**src/rtl/reg_bus_arbiter.sv**
```systemverilog
// reg_bus_arbiter
//   Shares the reg_bank access port between two requesters (0 = SPI,
//   1 = I2C). Each requester holds req high and receives a one-cycle ack.
//   One bank access is issued per grant. A tie goes to the requester that
//   did not win last time. A WAIT that never sees bank_ack is aborted with
//   err=1 after TIMEOUT cycles.
//
// Ports
//   clk, rst            clock, synchronous active-high reset
//   ena                 enables new grants; an in-flight access always completes
//   mN_req/wr_rdn/addr/wdata   requester N command (held stable while req is high)
//   mN_ack/rdata/err    requester N completion pulse, read data, error
//   bank_valid/we/wr_rdn/addr/wdata   registered command toward reg_bank
//   bank_rdata/ack/err  reg_bank response
//   busy, grant         status: not IDLE, one-hot owner of the current access
module reg_bus_arbiter #(
    parameter int REG_WIDTH  = 8,
    parameter int ADDR_WIDTH = 8,
    parameter int TIMEOUT    = 15
) (
    input  logic                  clk,
    input  logic                  rst,
    input  logic                  ena,
    input  logic                  m0_req,
    input  logic                  m0_wr_rdn,
    input  logic [ADDR_WIDTH-1:0] m0_addr,
    input  logic [REG_WIDTH-1:0]  m0_wdata,
    output logic                  m0_ack,
    output logic [REG_WIDTH-1:0]  m0_rdata,
    output logic                  m0_err,
    input  logic                  m1_req,
    input  logic                  m1_wr_rdn,
    input  logic [ADDR_WIDTH-1:0] m1_addr,
    input  logic [REG_WIDTH-1:0]  m1_wdata,
    output logic                  m1_ack,
    output logic [REG_WIDTH-1:0]  m1_rdata,
    output logic                  m1_err,
    output logic                  bank_valid,
    output logic                  bank_we,
    output logic                  bank_wr_rdn,
    output logic [ADDR_WIDTH-1:0] bank_addr,
    output logic [REG_WIDTH-1:0]  bank_wdata,
    input  logic [REG_WIDTH-1:0]  bank_rdata,
    input  logic                  bank_ack,
    input  logic                  bank_err,
    output logic                  busy,
    output logic [1:0]            grant
);

    typedef enum logic [1:0] {S_IDLE, S_ISSUE, S_WAIT, S_RESP} state_t;

    localparam logic [7:0] TIMEOUT_L = 8'(TIMEOUT);

    // Requester-indexed views of the two command ports.
    logic                  w_req    [2];
    logic                  w_wr_rdn [2];
    logic [ADDR_WIDTH-1:0] w_addr   [2];
    logic [REG_WIDTH-1:0]  w_wdata  [2];

    assign w_req[0]    = m0_req;
    assign w_req[1]    = m1_req;
    assign w_wr_rdn[0] = m0_wr_rdn;
    assign w_wr_rdn[1] = m1_wr_rdn;
    assign w_addr[0]   = m0_addr;
    assign w_addr[1]   = m1_addr;
    assign w_wdata[0]  = m0_wdata;
    assign w_wdata[1]  = m1_wdata;

    state_t                r_state, r_state_next;
    logic                  r_last_grant, r_last_grant_next;
    logic [1:0]            r_grant, r_grant_next;
    logic                  r_busy, r_busy_next;
    logic [7:0]            r_cnt, r_cnt_next;
    logic                  r_bank_valid, r_bank_valid_next;
    logic                  r_bank_we, r_bank_we_next;
    logic                  r_bank_wr_rdn, r_bank_wr_rdn_next;
    logic [ADDR_WIDTH-1:0] r_bank_addr, r_bank_addr_next;
    logic [REG_WIDTH-1:0]  r_bank_wdata, r_bank_wdata_next;
    logic [1:0]            r_ack, r_ack_next;
    logic [1:0]            r_err, r_err_next;
    logic [REG_WIDTH-1:0]  r_rdata [2];
    logic [REG_WIDTH-1:0]  r_rdata_next [2];

    logic w_win;    // requester chosen in IDLE
    logic w_owner;  // requester that owns the current access

    assign w_owner = r_grant[1];

    always_comb begin
        r_state_next       = r_state;
        r_last_grant_next  = r_last_grant;
        r_grant_next       = r_grant;
        r_cnt_next         = r_cnt;
        r_bank_valid_next  = 1'b0;
        r_bank_we_next     = 1'b0;
        r_bank_wr_rdn_next = r_bank_wr_rdn;
        r_bank_addr_next   = r_bank_addr;
        r_bank_wdata_next  = r_bank_wdata;
        r_ack_next         = 2'b00;
        r_err_next         = r_err;
        r_rdata_next       = r_rdata;
        w_win              = 1'b0;

        unique case (r_state)
            S_IDLE: begin
                if (ena && (w_req[0] || w_req[1])) begin
                    // Tie goes to the requester that was not served last;
                    // a lone request wins outright.
                    if (w_req[0] && w_req[1]) begin
                        w_win = ~r_last_grant;
                    end else begin
                        w_win = w_req[1];
                    end
                    r_grant_next       = w_win ? 2'b10 : 2'b01;
                    r_bank_wr_rdn_next = w_wr_rdn[w_win];
                    r_bank_addr_next   = w_addr[w_win];
                    r_bank_wdata_next  = w_wdata[w_win];
                    // Strobe is registered here so it is high during ISSUE.
                    r_bank_valid_next  = 1'b1;
                    r_bank_we_next     = w_wr_rdn[w_win];
                    r_state_next       = S_ISSUE;
                end
            end
            S_ISSUE: begin
                r_cnt_next   = 8'd0;
                r_state_next = S_WAIT;
            end
            S_WAIT: begin
                // bank_ack has priority over a timeout in the same cycle.
                if (bank_ack) begin
                    r_rdata_next[w_owner] = bank_rdata;
                    r_err_next[w_owner]   = bank_err;
                    r_ack_next[w_owner]   = 1'b1;
                    r_state_next          = S_RESP;
                end else if (r_cnt + 8'd1 == TIMEOUT_L) begin
                    r_rdata_next[w_owner] = '0;
                    r_err_next[w_owner]   = 1'b1;
                    r_ack_next[w_owner]   = 1'b1;
                    r_state_next          = S_RESP;
                end else begin
                    r_cnt_next = r_cnt + 8'd1;
                end
            end
            S_RESP: begin
                // ack/rdata/err are visible during RESP and cleared on exit.
                r_rdata_next[0]   = '0;
                r_rdata_next[1]   = '0;
                r_err_next        = 2'b00;
                r_last_grant_next = w_owner;
                r_grant_next      = 2'b00;
                r_state_next      = S_IDLE;
            end
            default: begin
                r_state_next = S_IDLE;
                r_grant_next = 2'b00;
            end
        endcase

        r_busy_next = (r_state_next != S_IDLE);
    end

    always_ff @(posedge clk) begin
        if (rst) begin
            r_state       <= S_IDLE;
            r_last_grant  <= 1'b1;
            r_grant       <= 2'b00;
            r_busy        <= 1'b0;
            r_cnt         <= 8'd0;
            r_bank_valid  <= 1'b0;
            r_bank_we     <= 1'b0;
            r_bank_wr_rdn <= 1'b0;
            r_bank_addr   <= '0;
            r_bank_wdata  <= '0;
            r_ack         <= 2'b00;
            r_err         <= 2'b00;
            r_rdata[0]    <= '0;
            r_rdata[1]    <= '0;
        end else begin
            r_state       <= r_state_next;
            r_last_grant  <= r_last_grant_next;
            r_grant       <= r_grant_next;
            r_busy        <= r_busy_next;
            r_cnt         <= r_cnt_next;
            r_bank_valid  <= r_bank_valid_next;
            r_bank_we     <= r_bank_we_next;
            r_bank_wr_rdn <= r_bank_wr_rdn_next;
            r_bank_addr   <= r_bank_addr_next;
            r_bank_wdata  <= r_bank_wdata_next;
            r_ack         <= r_ack_next;
            r_err         <= r_err_next;
            r_rdata[0]    <= r_rdata_next[0];
            r_rdata[1]    <= r_rdata_next[1];
        end
    end

    assign m0_ack      = r_ack[0];
    assign m1_ack      = r_ack[1];
    assign m0_err      = r_err[0];
    assign m1_err      = r_err[1];
    assign m0_rdata    = r_rdata[0];
    assign m1_rdata    = r_rdata[1];
    assign bank_valid  = r_bank_valid;
    assign bank_we     = r_bank_we;
    assign bank_wr_rdn = r_bank_wr_rdn;
    assign bank_addr   = r_bank_addr;
    assign bank_wdata  = r_bank_wdata;
    assign busy        = r_busy;
    assign grant       = r_grant;

endmodule

```
**config.mk**
```make
export PLATFORM = sky130hd
export DESIGN_NAME = reg_bus_arbiter
export DESIGN_NICKNAME = d
export VERILOG_FILES = /design/src/rtl/reg_bus_arbiter.sv
export SDC_FILE = /design/constraint.sdc
export NUM_CORES = 1
export LEC_CHECK = 0
export BUFFER_PORTS_ARGS = -buffer_cell sky130_fd_sc_hd__buf_2
export CORE_MARGIN = 2
export CORE_UTILIZATION = 30
export CTS_BUF_LIST = sky130_fd_sc_hd__clkbuf_8
export DETAILED_ROUTE_END_ITERATION = 16
export SYNTH_ARGS = -nofsm -noshare
export SYNTH_HDL_FRONTEND = slang
export SYNTH_SLANG_ARGS = --single-unit
```
**constraint.sdc**
```tcl
create_clock -name clk -period 2.16 [get_ports clk]
set_input_delay 0.216 -clock clk [delete_from_list [all_inputs] [get_ports clk]]
set_output_delay 0.216 -clock clk [all_outputs]
set_load 0.02 [all_outputs]
```
==> metrics.txt, run 1 <==
Num CTS Buffers=5; GRT Residual Overflow=0; gr busiest metal=met2; initial antenna violation count=0; Setup Viol. Count Final=0; max cap viols=0; Psw=a little over 1 mW; DRT iter0 DRCs=65; pre-CTS setup slack=just over 0.08 ns; post-synthesis sequential area ratio=between 40% and 50%; die extent in y=90.9 um; Mapped Area=between 0.002 and 0.0025 mm2; Syn. warnings=0; RePlAce Congestion=0.881; Clock Tree Buf Depth=2; Root Buffer=clkbuf_8; met3 Use GR=approximately 4.6%; DR vias/cell=approximately 4.8; FP Rows=31; worst skew pair latency=roughly 0.30 ns; GRT Total Usage=13.2%; Seq cells post-synth=53; drt first pass iters=4; share of cells above drive strength 1=around 36%; final cycle utilization of the critical path=between 80 and 90%; Syn Inst Count=232; CTS tree=done; syn_nets=~290; EDFF count, synth=0; Worst setup SP type=register; Pleak=around 1.3 nW; first-pass GRT wire length=just over 9 mm; Data arrival, critical path=roughly 2.2 ns; library cells used by synthesis=between 40 and 50; grt met2 use=about a fifth; RSZ-0062 raised after global routing=false; Tightest Hold Check Type=input pin to register; post-DP HPWL=about 4.1 mm; peak supply drop=about 0.36 mV; Crit Path Max Fanout=9; Total Wirelength=between 5 and 6 mm; max-slew violations=0; vias in the first global route=about 1900; Die ar.=about 0.0083 mm2; drt wl/cell=between 10 and 15 um; Fin Setup TNS=0 ns; Reg clk slew, reported paths=roughly 0.090 ns; Synth Flop Type=dfxtp_1; WP data required=2.41 ns; Port Buf Inserts=90; Clock Sink Count=53; # diodes=0; Internal=about 1.9 mW; nets=around 380; Final Hold Fails=0; Setup Fix Bufs, Post-CTS=0; final critical-path setup slack=0.249 ns; vias post-DR=about 2000; Area Overhead vs Synth=33.4%; worst slew pin tran=0.607 ns; chip width=roughly 91 um; slew margin rel.=between 50% and 60%; Combinational Power Share=between 30% and 40%; cell area power density=approximately 950 mW/mm2; Initial Util=31.1%; async set-reset flop share out of synthesis=0%; fin crit period=between 1.5 and 2 ns; Achievable Freq=about 0.52 GHz; # IOs=about 90; Clk network pwr share=approximately a quarter; Sw Ratio=between 30% and 40%; Mapped Avg Cell Area=just under 10 um2; power share of the sequential group=between 40 and 50%; post-route ant nets=0; core area=approximately 0.0073 mm2; GRT met1 Usage=between 10% and 20%; H-tree lvl count=2; result of the run=finished, final reports clean; Worst Skew=between 0.003 and 0.004 ns; Setup crit end kind=register; Setup CP Type=register to register; largest net degree at the start of global routing=36; DRC viols=0
[layout by cell type (no fill, tap or decap), types with 3 or more instances in the layout]
| cell type | instances |
|---|---|
| a211oi_1 | 17 |
| a21oi_1 | 6 |
| a22o_1 | 16 |
| buf_2 | 90 |
| buf_4 | 8 |
| clkbuf_8 | 6 |
| dfxtp_1 | 53 |
| ha_1 | 6 |
| inv_1 | 9 |
| mux2i_1 | 17 |
| nand2_1 | 7 |
| nand2b_1 | 3 |
| nand3_1 | 8 |
| nor2_1 | 29 |
| nor3_1 | 5 |
| o21ai_0 | 9 |
[kinds of logic after synthesis]
group,count (synthesis),share of synthesized area (%)
adders and majority gates,7,3.87
AOI/OAI and AO/OA,67,22.9
and+or+nand+nor,67,14.9
DFF,53,46.8
xor gates and xnor gates,2,0.773
buffers and inverters,19,3.31
muxes,17,7.51
[cell type report]
class / instances / area (um2)
clock buffers: 6 / 82.6
clock inverters: 2 / 37.5
fillers: 774 / 4270
inverters: 9 / 33.8
multi-input cells: 160 / 1150
flip-flops and latches: 53 / 1060
well taps: 99 / 124
repair buffers: 99 / 531
[synthesized netlist by cell type, types with 3 or more instances]
master,n,area (um2)
ha_1,7,87.6
inv_1,9,33.8
a21oi_1,6,30.0
nand3_1,8,40.0
a22o_1,16,140
mux2i_1,17,170
nor3_1,5,25.0
nor2_1,30,113
dfxtp_1,53,1060
nand2_1,7,26.3
buf_2,3,15.0
o21ai_0,9,45.0
clkbuf_1,7,26.3
a211oi_1,17,128
nand2b_1,3,18.8
[critical path: stages, from the launching register on]
cell     delay, ns
dfxtp_1       0.35
inv_1         0.13
ha_2          0.29
inv_1         0.12
nor2_1        0.28
o41ai_4       0.22
a21oi_4       0.31
a22o_1        0.16
[metal layers]
metal / vias to the layer above / share of wire, %
met3: 4 / 9.4
met2: 85 / 43
met4: 0 / 0.85
li1: 1044 / -
met1: 903 / 47
met5: - / 0
[metrics by stage]
step	util, %	total power, mW	instances	cell area, um2	hold WS (ns)
5_1_grt	41.5	3.08	428	3020	0.139
2_1_floorplan	-	1.88	232	2270	0.296
6_report	41.5	2.87	428	3020	0.146
3_3_place_gp	39.6	2.17	420	2890	0.452
3_5_place_dp	39.6	2.19	420	2890	0.447
4_1_cts	41.2	2.89	428	3010	0.132
[what timing repair did]
action / in CTS / in global routing
hold buffers: 0 / 0
setup endpoints to repair: 0 / 16
gates resized for setup: 0 / 3
[worst paths after layout]
path | start | to | slack, ns | depth (start not counted)
hold reg to reg | r_err[0] | r_err[0] | 0.46 | 2
setup reg to reg | r_state[0] | m1_rdata[1] | 0.25 | 7
hold / removal | bank_rdata[7] | m1_rdata[7] | 0.15 | 2
setup / recovery | r_state[0] | m1_rdata[1] | 0.25 | 7
[flip-flops by register name (all words and copies together) (netlist names), 2 cells and up]
name,flops
m1_rdata,8
grant,2
r_err,2
r_cnt,8
r_state,2
r_ack,2
bank_addr,8
m0_rdata,8
bank_wdata,8
[power groups by stage]
stage          Clock [mW]  Sequential, mW  Combinational, mW
6_report            0.698            1.21              0.966
3_5_place_dp            0            1.23              0.957
4_1_cts             0.720            1.21              0.959
2_1_floorplan           0            1.38              0.504
3_3_place_gp            0            1.23              0.944
5_1_grt             0.764            1.24               1.08
No activity file was read; power rests on OpenSTA's default activity.
==> run 2: changes to the inputs <==
Settings changed: ABC_AREA from default to 1.
==> run 2 against run 1 <==
- sequential share of layout area shrank 4.4 points
- die area grew 22%
- clock power shrank 15%
==> metrics.txt, run 2 <==
result of the run=finished, final reports clean; Reg clk slew, reported paths=0.11 ns; Syn Inst Count=414; cts repair resizes=0; initial antenna violation count=0; Adder-Cell Fraction of Synth Area=3.15%; post-route ant nets=0; Data arrival, critical path=between 2 and 2.5 ns; Tightest Hold Check Type=input pin to register; max incr delay on CP=roughly 0.4 ns; FP Rows=35; Syn. warnings=0; Area contributors post-synth=dfxtp_1, nand2_1, inv_1; drt first pass iters=4; worst slew pin tran=~0.74 ns; Setup crit end kind=register; worst path cell trace=ha_1 > nand3_1 > o21ai_2 > nand2_2 > nor2_4 > nand2_4 > nand2_8 > nand3_4 > nand2_2 > nand2_1 > nor2_1; first-pass GRT wire length=between 10 and 15 mm; DR vias/cell=about 4.7; Filler cells=slightly below 1000; Crit Path Max Fanout=28; DRT iter0 DRCs=191; final core utilization=about 38%; Internal=around 1.6 mW; most frequent cells in the layout=nand2_1, buf_2, inv_1, dfxtp_1, nor2_1; fin crit period=approximately 2.0 ns; Port Buf Inserts=90; largest net degree at the start of global routing=29; Mapped Area=about 0.0028 mm2; Seq cells post-synth=53; max cap viols=0; Worst Skew=0.0120 ns; share of cells above drive strength 1=around 26%; Num CTS Buffers=5; Clock Sink Count=53; Most common cell on crit path=nand2_2; worst skew pair latency=approximately 0.32 ns; Setup Fix Bufs, Post-CTS=0; CTS tree=done; pre-CTS setup slack=approximately 0.20 ns; Crit path max-delay family=simple AND/OR/NAND/NOR gates; commonest non-fill, non-tap cell in the layout=nand2_1; Initial Util=a little under a third; Area Overhead vs Synth=24.1%; mux cell area share after synthesis=0%; Root Buffer=clkbuf_8; Pleak=~1.7 nW; WP data required=roughly 2.4 ns; Fin Setup TNS=0 ns; Synth Area in Compound Gates=11.2%; hold path depth=3; RePlAce Congestion=0.886; die extent in y=roughly 100 um; post-synthesis sequential area ratio=a little under two fifths; Achievable Freq=about 0.50 GHz; worst path bufs/invs=0; H-tree lvl count=2; Psw=0.911 mW; largest area contributor in the netlist=dfxtp_1; DRC viols=0; max-slew violations=0; EDFF count, synth=0; Synth top cells by count=nand2_1, inv_1, dfxtp_1; # diodes=0; Post-CTS Hold Fix Bufs=0; core area=about 0.0091 mm2; peak supply drop=approximately 0.28 mV; Die ar.=just over 0.01 mm2; Synth top area share=a little under two fifths; Worst setup SP type=register; GRT Total Usage=around 14%; nets=560; library cells used by synthesis=30; Combinational Power Share=between 30 and 40%; Clock Tree Buf Depth=2; most common cell in the synthesized netlist=nand2_1; RSZ-0062 raised after global routing=false; Setup CP Type=register to register; vias post-DR=2880; chip width=100 um; slowest CP cell=dfxtp_1; Mapped Avg Cell Area=slightly below 7 um2; cell depth of the worst setup path=11; Total Wirelength=between 7 and 8 mm; slew margin rel.=between 50 and 60%; final cycle utilization of the critical path=around nine tenths; xor/xnor share of the synthesized area=less than 1%; vias in the first global route=2465; Sw Ratio=between 30% and 40%; drt wl/cell=11.9 um; Clk network pwr share=a little under a quarter; final critical-path setup slack=~0.18 ns; post-DP HPWL=5.47 mm; Simple-Gate Fraction of Synth Area=36.3%; GRT Residual Overflow=0; cell area power density=between 700 and 800 mW/mm2; async set-reset flop share out of synthesis=0%; Setup Viol. Count Final=0; # IOs=about 90; syn_nets=470; main combinational cell family by area after synthesis=simple AND/OR/NAND/NOR gates; power share of the sequential group=a little under half; Final Hold Fails=0; Synth Flop Type=dfxtp_1; Reg2Reg Depth=11
[run 2: power groups by stage]
stage               Combinational, mW  Clock [mW]  Sequential, mW
floorplan                       0.417           0            1.26
global placement                0.756           0            1.15
detailed placement              0.763           0            1.15
CTS                             0.766       0.619            1.13
global route                    0.850       0.648            1.14
finish                          0.764       0.593            1.13
[run 2: worst paths after layout]
kind	start	endpoint	slack (ns)
max	r_cnt[0]	m0_rdata[5]	0.18
max reg2reg	r_cnt[0]	m0_rdata[5]	0.18
min	m0_wdata[6]	bank_wdata[6]	0.15
min reg2reg	grant[0]	grant[0]	0.47
[run 2: routing by layer]
layer	wire length (um)	GRT usage [%]	up-vias
met5	0	0	-
met4	128	4.64	0
li1	-	-	1493
met3	395	2.99	12
met1	3330	18.2	1292
met2	3470	22.9	83
[run 2: area by class of cell]
type | count | area [um2] | area share (%)
multi-input cells | 285 | 1420 | 41.1
flip-flops and latches | 53 | 1060 | 30.7
repair buffers | 99 | 518 | 15.0
inverters | 60 | 225 | 6.52
well taps | 111 | 139 | 4.02
clock buffers | 5 | 68.8 | 1.99
clock inverters | 3 | 25.0 | 0.724
[run 2: metrics by stage]
step / hold slack, ns / area, um2 / total power [mW] / std cells
finish: 0.145 / 3460 / 2.49 / 616
global route: 0.138 / 3460 / 2.64 / 616
floorplan: 0.375 / 2780 / 1.68 / 414
CTS: 0.134 / 3460 / 2.52 / 616
global placement: 0.450 / 3360 / 1.91 / 608
detailed placement: 0.456 / 3360 / 1.92 / 608
[run 2: cells by family after synthesis]
| kind of cell | count (synthesis) |
|---|---|
| buf+inv | 76 |
| flops | 53 |
| simple gates | 225 |
| compound gates | 52 |
| xor+xnor | 1 |
| fa+ha+maj | 7 |
[run 2: worst reg2reg max path, cell delays in order, from the launching register on]
cell	delay (ns)
dfxtp_1	0.41
ha_1	0.21
nand3_1	0.18
o21ai_2	0.17
nand2_2	0.09
nor2_4	0.13
nand2_4	0.10
nand2_8	0.18
nand3_4	0.21
nand2_2	0.10
nand2_1	0.05
nor2_1	0.10
==> run 3: changes to the inputs <==
Settings changed: BUFFER_PORTS_ARGS -buffer_cell sky130_fd_sc_hd__buf_2 to -buffer_cell sky130_fd_sc_hd__clkbuf_2, PLACE_DENSITY from default to 0.55, SETUP_SLACK_MARGIN from default to 0.2.
==> run 3 against run 2 <==
- wire length is 1.0% higher
- sequential power hardly changed
- cell count is 0.32% higher
- cell area is 2.2% higher
- maximum frequency is 9.2% higher
- critical path depth is 1 lower
- die area stayed put
- critical path type unchanged
- critical endpoint is now r_cnt[1]
- largest power group unchanged
==> metrics.txt, run 3 (synthesis results as in run 2) <==
result of the run=finished, final reports clean; post-DP HPWL=5.49 mm; GRT Total Usage=approximately 15%; Num CTS Buffers=5; Worst setup SP type=register; RSZ-0062 raised after global routing=false; Reg clk slew, reported paths=0.11 ns; # IOs=about 90; cell area power density=approximately 750 mW/mm2; Setup CP Type=register to register; Initial Util=30.6%; DR vias/cell=between 4 and 5; R2R Path Start=r_cnt[1]; Fin Setup TNS=0 ns; Setup crit end kind=register; nets=roughly 560; Tot Pwr=2.64 mW; die extent in y=100 um; Setup Viol. Count Final=0; peak supply drop=~0.28 mV; post-route ant nets=0; Reg2Reg Depth=10; chip width=about 100 um; Tightest Hold Check Type=input pin to register; Worst Skew=about 0.012 ns; vias post-DR=2880; drt first pass iters=4; Data arrival, critical path=slightly above 2 ns; DRT iter0 DRCs=between 150 and 200; Root Buffer=clkbuf_8; RePlAce Congestion=0.882; first-pass GRT wire length=approximately 12 mm; max-slew violations=0; vias in the first global route=~2600; worst slew pin tran=about 0.76 ns; hold_sp=m0_wdata[6]; share of cells above drive strength 1=26.8%; Pleak=1.65 nW; hold path depth=3; final cycle utilization of the critical path=between 80% and 90%; # diodes=0; H-tree lvl count=2; Clock Sink Count=53; Worst R2R End=r_cnt[1]; most frequent cells in the layout=nand2_1, clkbuf_2, inv_1, dfxtp_1, nor2_1; worst skew pair latency=approximately 0.32 ns; Achievable Freq=between 0.5 and 0.6 GHz; drt wl/cell=12.0 um; commonest non-fill, non-tap cell in the layout=nand2_1; WP data required=2.40 ns; hold path endpoint=bank_wdata[6]; Die ar.=between 0.01 and 0.015 mm2; Area Overhead vs Synth=26.9%; Crit Path Max Fanout=14; Total Wirelength=around 7.4 mm; max cap viols=0; initial antenna violation count=0; GRT Residual Overflow=0; FP Rows=35; Setup Fix Bufs, Post-CTS=0; CTS tree=done; largest net degree at the start of global routing=30; Final Hold Fails=0; DRC viols=0; Port Buf Inserts=90; Clock Tree Buf Depth=2; slew margin rel.=~49%; core area=0.00911 mm2; fin crit period=around 1.8 ns; worst reg2reg setup slack=~0.34 ns
-- run 3: layout make-up --
| cell class | instances | area (um2) |
|---|---|---|
| fillers | 998 | 5580 |
| multi-input cells | 287 | 1470 |
| flip-flops and latches | 53 | 1060 |
| repair buffers | 99 | 518 |
| inverters | 60 | 225 |
| well taps | 111 | 139 |
| clock buffers | 5 | 68.8 |
| clock inverters | 3 | 47.5 |
-- run 3: worst max-delay path by stage --
stage	startpoint	endpoint	slack [ns]	depth (start not counted)
after CTS	r_cnt[1]	m0_rdata[2]	0.20	11
after global routing	r_cnt[1]	r_cnt[1]	0.22	10
after floorplan	r_cnt[1]	m0_rdata[5]	0.50	11
after global placement	r_cnt[1]	m0_rdata[5]	0.22	10
after detailed placement	r_cnt[1]	m0_rdata[6]	0.18	11
final	r_cnt[1]	r_cnt[1]	0.34	10
-- run 3: what timing repair did --
item | CTS | global route
endpoints found under the hold margin | 0 | 0
gates cloned | 1 | 1
endpoints found under the setup margin | 8 | 20
hold buffers | 0 | 0
resized for setup | 1 | 7
-- run 3: metrics by stage --
step | hold slack (ns) | utilization (%) | setup slack [ns] | area, um2 | instances
after detailed placement | 0.457 | 36.9 | 0.183 | 3360 | 608
after floorplan | 0.375 | - | 0.502 | 2780 | 414
after global placement | 0.453 | 36.9 | 0.223 | 3360 | 608
after CTS | 0.122 | 38.3 | 0.200 | 3490 | 617
after global routing | 0.120 | 38.8 | 0.225 | 3530 | 618
final | 0.122 | 38.8 | 0.344 | 3530 | 618
-- run 3: worst max-delay path: stages (launching register included) --
cell	delay (ns)
dfxtp_2	0.37
ha_2	0.21
nand3_2	0.12
nor2_1	0.11
nand2_1	0.07
nand2_2	0.09
nor2_4	0.05
nand2_4	0.14
nand2_4	0.15
or2_2	0.31
a21oi_1	0.12
-- run 3: power by group --
| part | switching, mW | total, mW | internal (mW) |
|---|---|---|---|
| Sequential | 0.0572 | 1.14 | 1.08 |
| Clock | 0.364 | 0.718 | 0.354 |
| Combinational | 0.512 | 0.782 | 0.270 |
-- run 3: per-layer routing --
layer  global-route usage, %  share of wire (%)
met5                       0                  0
met4                    4.43                1.6
met3                    2.72                5.5
met2                    24.0                 46
met1                    20.1                 47
